File: src/rtl/rca4_bist.sv
// rca4_bist - exhaustive built-in self-test controller for a 4-bit
// ripple-carry adder.
//
// The controller walks all 512 input combinations {ci, a, b}, gives the
// adder SETTLE cycles to produce a result, and then compares {co, s}
// against a golden sum computed here. It keeps a mismatch count and
// captures the first failing vector.
//
// Parameters:
//   SETTLE      settle cycles per vector before the check (1..15)
// Ports:
//   clk         system clock, rising-edge
//   reset_n     synchronous active-low reset
//   start       begin a run (honoured only when idle or done)
//   dut_a/b/ci  operands driven to the adder, registered from the vector index
//   dut_s/co    sum and carry returned by the adder
//   busy        run in progress
//   done        run finished; held until the next start or reset
//   pass        done with zero mismatches
//   err_cnt     number of mismatching vectors so far
//   fail_valid  a failing vector has been captured in this run
//   fail_vec    index {ci, a, b} of the first failing vector

module rca4_bist #(
  parameter int unsigned SETTLE = 1
) (
  input  logic       clk,
  input  logic       reset_n,
  input  logic       start,
  output logic [3:0] dut_a,
  output logic [3:0] dut_b,
  output logic       dut_ci,
  input  logic [3:0] dut_s,
  input  logic       dut_co,
  output logic       busy,
  output logic       done,
  output logic       pass,
  output logic [9:0] err_cnt,
  output logic       fail_valid,
  output logic [8:0] fail_vec
);

  typedef enum logic [1:0] {
    ST_IDLE   = 2'd0,
    ST_SETTLE = 2'd1,
    ST_CHECK  = 2'd2,
    ST_DONE   = 2'd3
  } state_t;

  // Counter is loaded with SETTLE-1 so that SETTLE state lasts SETTLE cycles.
  localparam logic [3:0] SETTLE_LOAD = 4'(SETTLE - 1);

  state_t      state_reg;
  state_t      state_next;
  logic [8:0]  vec_reg;
  logic [3:0]  settle_cnt_reg;
  logic [9:0]  err_cnt_reg;
  logic        fail_valid_reg;
  logic [8:0]  fail_vec_reg;

  logic [4:0]  exp_sum;
  logic [4:0]  dut_res;
  logic [4:0]  bit_mismatch;
  logic        mismatch;
  logic        start_run;
  logic        last_vec;

  // Golden result is derived from the vector currently on the pins.
  assign exp_sum = {1'b0, vec_reg[7:4]} + {1'b0, vec_reg[3:0]} + {4'b0000, vec_reg[8]};
  assign dut_res = {dut_co, dut_s};

  genvar gi;
  generate
    for (gi = 0; gi < 5; gi++) begin : g_cmp
      assign bit_mismatch[gi] = dut_res[gi] ^ exp_sum[gi];
    end
  endgenerate

  assign mismatch  = |bit_mismatch;
  assign last_vec  = (vec_reg == 9'd511);
  // start is ignored while a run is in progress.
  assign start_run = start && ((state_reg == ST_IDLE) || (state_reg == ST_DONE));

  // State register
  always_ff @(posedge clk) begin
    if (!reset_n) begin
      state_reg <= ST_IDLE;
    end else begin
      state_reg <= state_next;
    end
  end

  // Next-state logic
  always_comb begin
    state_next = state_reg;
    case (state_reg)
      ST_IDLE:   if (start_run) state_next = ST_SETTLE;
      ST_SETTLE: if (settle_cnt_reg == 4'd0) state_next = ST_CHECK;
      ST_CHECK:  state_next = last_vec ? ST_DONE : ST_SETTLE;
      ST_DONE:   if (start_run) state_next = ST_SETTLE;
      default:   state_next = ST_IDLE;
    endcase
  end

  // Datapath: vector index, settle counter and result capture.
  always_ff @(posedge clk) begin
    if (!reset_n) begin
      vec_reg        <= 9'd0;
      settle_cnt_reg <= 4'd0;
      err_cnt_reg    <= 10'd0;
      fail_valid_reg <= 1'b0;
      fail_vec_reg   <= 9'd0;
    end else if (start_run) begin
      vec_reg        <= 9'd0;
      settle_cnt_reg <= SETTLE_LOAD;
      err_cnt_reg    <= 10'd0;
      fail_valid_reg <= 1'b0;
      fail_vec_reg   <= 9'd0;
    end else begin
      case (state_reg)
        ST_SETTLE: begin
          if (settle_cnt_reg != 4'd0) begin
            settle_cnt_reg <= settle_cnt_reg - 4'd1;
          end
        end
        ST_CHECK: begin
          if (mismatch) begin
            err_cnt_reg <= err_cnt_reg + 10'd1;
            if (!fail_valid_reg) begin
              fail_vec_reg   <= vec_reg;
              fail_valid_reg <= 1'b1;
            end
          end
          // On the last vector the pins keep holding it through DONE.
          if (!last_vec) begin
            vec_reg        <= vec_reg + 9'd1;
            settle_cnt_reg <= SETTLE_LOAD;
          end
        end
        default: begin
        end
      endcase
    end
  end

  // Output decode. err_cnt already includes the last vector when DONE is
  // entered, so pass can be decoded straight from it.
  always_comb begin
    busy = (state_reg == ST_SETTLE) || (state_reg == ST_CHECK);
    done = (state_reg == ST_DONE);
    pass = (state_reg == ST_DONE) && (err_cnt_reg == 10'd0);
  end

  assign dut_ci     = vec_reg[8];
  assign dut_a      = vec_reg[7:4];
  assign dut_b      = vec_reg[3:0];
  assign err_cnt    = err_cnt_reg;
  assign fail_valid = fail_valid_reg;
  assign fail_vec   = fail_vec_reg;

endmodule

File: config.mk
export PLATFORM = sky130hd
export DESIGN_NAME = rca4_bist
export DESIGN_NICKNAME = d
export VERILOG_FILES = /design/src/rtl/rca4_bist.sv
export SDC_FILE = /design/constraint.sdc
export NUM_CORES = 1
export LEC_CHECK = 0
export CORE_AREA = 3 3 78 62
export DETAILED_ROUTE_END_ITERATION = 7
export DIE_AREA = 0 0 81 65
export PLACE_DENSITY_LB_ADDON = 0.2
export SETUP_SLACK_MARGIN = 0.02
export SYNTH_ARGS = -nofsm -noshare
export SYNTH_HDL_FRONTEND = slang
export SYNTH_SLANG_ARGS = --single-unit
File: constraint.sdc
create_clock -name clk -period 2.88 [get_ports clk]
set_input_delay 0.576 -clock clk [delete_from_list [all_inputs] [get_ports clk]]
set_output_delay 0.576 -clock clk [all_outputs]
set_load 0.01 [all_outputs]
==> impl_results.md, run 1 <==
- Syn-to-layout area delta: 32.4%
- Post-synth top area share: 38.5%
- Final worst-path cycle share: 93.8%
- First-pass GRT wire length: 7160 um
- Drt total wl: 4170 um
- Remaining DRCs: 0
- Die area: 5270 sq um
- Share of cells above drive strength 1: 9.13%
- PostCTS Resize Cnt: 0
- Unique cell type count in the Yosys netlist: 37
- Cts hold-fix bufs: 0
- Final Skew: 7.49 ps
- Sequential share of the synthesized area: 38.5%
- Area after DPL: 2320 sq um
- ANT cells: 0
- HP Class: reg2reg
- Post-Syn Nets: 237
- Clock latency on the worst-skew pair: 290 ps
- EDFF count, synth: 0
- Commonest cells post-synth: dfxtp_1, a21oi_1, nand2_1, nor2_1, inv_1
- Largest net degree at the start of global routing: 19
- Cell total after placement: ~310
- Rows: 20
- CTS H-Tree Depth: 2
- Gpl congestion: 0.826
- Final Critical Period: 2700 ps
- Mapped Area: 1820 sq um
- Total GRT Usage: 18.0%
- Antenna Nets Post-Route: 0
- Ports: 40
- Max-slew violations: 0
- Clock sink count: 35
- Port bufs: 39
- First DRT Iteration DRCs: between 100 and 150
- Worst setup SP type: flip-flop
- CTS Buf Count: 5
- Pwr/cell area: 568 nW/um^2
- Crit path kind: reg2reg
- Count leader, synth: dfxtp_1
- Final instance area: 2410 sq um
- Die height: 65 um
- Initial antenna violation count: 0
- TritonCTS clock tree: built
- RSZ-0062 raised after global routing: no
- Vias: about 1600
- Post-synth ARST share: 0%
- Initial Util: between 40 and 50%
- Detailed Place HPWL: between 3000 and 4000 um
- Slew headroom: 54.8%
- Number of flip-flops in the largest register: 10
- Wire per inst: roughly 13 um
- CP endpoint kind: flip-flop
- Synth area leaders: dfxtp_1, ha_1, a21oi_1
- Leak: between 0.0009 and 0.001 uW
- Area leader, netlist: dfxtp_1
- WP data required: approximately 3100 ps
- Peak Freq: 0.370 GHz
- Syn. warnings: 0
- Via density per instance: 5.03
- Status: completed
- CTS Buffer Depth: 2
- Top_reg_cell synth: dfxtp_1
- Count of non-filler cells in the finished layout: 318
- Final Hold Slack: 471 ps
- Maximum vdd ir drop: about 0.00033 V
- # Max-Cap Violations: 0
- Crit-path max FO: 16
- Total gr overflow: 0
- Setup Buffers After CTS: 0
- Mapped Cells: about 220
- Number of global-route vias before repair: around 1400
- Clk slew on worst S/H paths: 70 ps
- Root Driver: clkbuf_8
- Slew @ Worst Pin: 672 ps
- Synth Register Bits: 35
- Syn_area_per_cell: 8.46 sq um
- Final #Nets: 285
- Die span in x: 81 um
- Data arrival time of the worst path: around 2900 ps
- Fin Setup TNS: 0 ps
- First drt pass iteration count: 4
- Fin. Hold Viols: 0
- Core Area: 4050 sq um
- # setup viols final: 0
- Layout Utilization: 59.4%
==> layout by cell type, fill, tap and decap left out, drive strengths merged <==
cell           instances
clkdlybuf4s50         39
dfxtp                 35
a21oi                 19
nor2                  17
nand2                 17
inv                   16
o21ai                 16
nand3                 15
ha                    12
buf                   10
xnor2                  8
or3                    7
xor2                   7
o31ai                  6
clkbuf                 6
nand4                  5
nor4                   3
nor2b                  3
nor3                   2
and3                   2
and2                   2
or4                    2
fa                     2
o211ai                 2
and4                   1
nand2b                 1
a22o                   1
a22oi                  1
a21o                   1
nand3b                 1
nand4b                 1
o2111ai                1
mux2i                  1
clkinv                 1
==> worst paths after layout <==
kind                from           to  slack (ps)  cells after the start
max reg2reg   vec_reg[4]   err_cnt[9]         180                     11
min reg2reg  fail_vec[5]  fail_vec[5]         470                      2
min          fail_vec[5]  fail_vec[5]         470                      2
max           vec_reg[4]   err_cnt[9]         180                     11
==> power by group <==
| part | switching [uW] | internal [uW] |
|---|---|---|
| sequential | 36.0 | 522 |
| clock | 176 | 188 |
| combinational | 252 | 195 |
==> cell families after synthesis <==
kind of cell / count (synthesis) / synth area share [%]
compound gates: 47 / 15.4
xor+xnor: 15 / 7.64
fa+ha+maj: 14 / 10.5
buf+inv: 24 / 5.23
flops: 35 / 38.5
mux: 1 / 0.551
simple gates: 79 / 22.2
==> metal layers <==
metal	GRT usage [%]	part of all wire (%)	wire length, um	vias to the layer above
met5	0	0	0	-
met3	5.42	4.0	168	6
met4	6.33	1.4	59	0
met1	28.1	56	2320	717
met2	22.4	39	1620	31
li1	-	-	-	845
==> area by class of cell <==
cell class              count  area, sq um
clock inverters             1         5.00
clock buffers               6         82.6
multi-input cells         156         1020
well taps                  55         68.8
inverters                  16         60.1
repair buffers             49          465
fillers                   372         1650
flip-flops and latches     35          703
==> metrics by stage <==
stage	worst slack (ps)	total power, uW
after floorplan	248	860
after global placement	184	1010
after detailed placement	135	1010
after CTS	113	1370
after global routing	30.8	1460
final	180	1370
==> worst max-delay path, stage by stage (launching register included) <==
cell      delay (ps)
dfxtp_2          360
inv_1             90
fa_1             440
inv_1             80
fa_1             420
xor2_1           160
nor2_1            70
nand4b_2         130
o21ai_2           60
buf_4            180
or4_1            500
a21oi_1          140
No activity file was read; power rests on OpenSTA's default activity.
==> run 2: changes to the inputs <==
--- a/config.mk
+++ b/config.mk
@@ -5,9 +5,9 @@
 export SDC_FILE = /design/constraint.sdc
 export NUM_CORES = 1
 export LEC_CHECK = 0
-export CORE_AREA = 3 3 78 62
+export CORE_AREA = 3 3 82 65
 export DETAILED_ROUTE_END_ITERATION = 7
-export DIE_AREA = 0 0 81 65
+export DIE_AREA = 0 0 85 68
 export PLACE_DENSITY_LB_ADDON = 0.2
 export SETUP_SLACK_MARGIN = 0.02
 export SYNTH_ARGS = -nofsm -noshare
==> run 2 against run 1 <==
Design area fell by 1.3%. Worst hold slack improved by 2.8 ps. Register-to-register slack hardly changed. Critical path depth did not move. Largest cell class unchanged. Non-clock buffer count decreased by 5. Sequential power hardly changed. Die area up 9.8%. Count of clock-buffer cells in the layout decreased by 1.
==> impl_results.md, run 2 (same netlist as run 1, synthesis figures left out) <==
- WP depth: 11
- Core Area: 4490 sq um
- ANT cells: 0
- Clock sink count: 35
- Total GRT Usage: 16.0%
- Cts hold-fix bufs: 0
- Root Driver: clkbuf_8
- Final worst-path cycle share: about 93%
- Gpl congestion: 0.804
- Pwr/cell area: 570 nW/um^2
- WP data required: 3090 ps
- Leak: about 0.00090 uW
- Wire per inst: about 13 um
- Max-slew violations: 0
- Final instance area: around 2400 sq um
- Worst path slowest cell: or4_1
- Antenna Nets Post-Route: 0
- Number of flip-flops in the largest register: 10
- CTS Buf Count: 5
- Worst setup SP type: flip-flop
- Final Skew: 6.77 ps
- Area after DPL: 2280 sq um
- Drt total wl: 4210 um
- Status: completed
- Detailed Place HPWL: 3020 um
- Die height: 68 um
- Final Critical Period: 2690 ps
- Slew headroom: 40.7%
- HP Class: reg2reg
- Vias: 1622
- CP Buf/Inv Count: 3
- Most frequent cells in the layout: clkdlybuf4s50_1, dfxtp_1, a21oi_1, nor2_1, nand2_1
- Clk slew on worst S/H paths: 80 ps
- Die area: 5780 sq um
- Peak Freq: ~0.37 GHz
- Data arrival time of the worst path: between 2000 and 3000 ps
- Syn-to-layout area delta: 30.7%
- First DRT Iteration DRCs: 90
- CTS Buffer Depth: 2
- Remaining DRCs: 0
- Crit path kind: reg2reg
- Cell mode on critical path: fa_1
- TritonCTS clock tree: built
- RSZ-0062 raised after global routing: no
- PostCTS Resize Cnt: 0
- Hold depth: 2
- Total gr overflow: 0
- Crit path cell chain: inv_2 > fa_1 > inv_1 > fa_1 > xor2_1 > nor2_1 > nand4b_2 > o21ai_2 > buf_4 > or4_1 > a21oi_1
- Initial antenna violation count: 0
- First-pass GRT wire length: 7250 um
- Number of global-route vias before repair: 1482
- Initial Util: 40.5%
- Final WS setup: 189 ps
- Setup Buffers After CTS: 0
- CP endpoint kind: flip-flop
- Largest net degree at the start of global routing: 25
- Maximum vdd ir drop: 0.000259 V
- Delay-heaviest family, CP: adder cells
- # Max-Cap Violations: 0
- Share of cells above drive strength 1: around 8%
- First drt pass iteration count: 4
- Clock latency on the worst-skew pair: 290 ps
- Crit-path max FO: 16
- Die span in x: ~85 um
- CP peak stage delay: roughly 500 ps
- CTS H-Tree Depth: 2
- Rows: 21
- Fin. Hold Viols: 0
- Most common cell after layout, fill and taps aside: clkdlybuf4s50_1
- Ports: 40
- Slew @ Worst Pin: roughly 890 ps
- Port bufs: 39
- Final #Nets: 280
- Fin Setup TNS: 0 ps
- Via density per instance: 5.13
- Pre-CTS WS: about 120 ps
- Cell depth of the worst flop-to-flop path: 11
- # setup viols final: 0
==> run 2: cell count changes in the layout (fill, tap and decap cells not counted) <==
cell / before / now
inv_2: 0 / 1
clkinvlp_4: 0 / 2
buf_4: 10 / 5
dfxtp_4: 0 / 1
clkbuf_8: 6 / 5
dfxtp_2: 2 / 1
inv_1: 16 / 15
==> run 2: per-layer routing <==
layer,track usage [%],up-vias,part of all wire [%]
met5,0,-,0
met4,6.52,0,0.86
met3,3.73,4,5.0
met2,22.0,44,41
met1,23.6,737,53
li1,-,837,-
==> run 2: worst register-to-register path, stage by stage, from the launching register on <==
cell	delay [ps]
dfxtp_4	380
inv_2	60
fa_1	430
inv_1	80
fa_1	420
xor2_1	160
nor2_1	70
nand4b_2	130
o21ai_2	60
buf_4	180
or4_1	500
a21oi_1	140
==> run 2: final timing paths <==
path | startpoint | to | slack [ps]
max | vec_reg[4] | err_cnt[9] | 190
min reg2reg | fail_vec[3] | fail_vec[3] | 470
max reg2reg | vec_reg[4] | err_cnt[9] | 190
min | fail_vec[3] | fail_vec[3] | 470
==> run 2: metrics by stage <==
step | utilization [%] | hold WS [ps] | std cells | total power, uW
after CTS | 52.8 | 478 | 316 | 1360
after floorplan | - | 481 | 215 | 860
final | 52.9 | 474 | 316 | 1350
after global placement | 50.8 | 462 | 308 | 999
after detailed placement | 50.8 | 467 | 308 | 1000
after global routing | 52.9 | 492 | 316 | 1440
==> run 2: where the power goes <==
group / internal, uW / total, uW / leakage [uW] / switching, uW
Sequential: 521 / 556 / 0.000284 / 35.5
Combinational: 187 / 438 / 0.000573 / 252
Clock: 168 / 359 / 0.0000402 / 191
==> run 2: cell type report <==
cell class                 instances  area, sq um
fill                             440         2120
inverter                          16         60.1
tap                               57         71.3
clock inverter                     3         20.0
clock buffer                       5         68.8
timing repair buffer              44          428
multi-input combinational        156         1020
sequential                        35          706
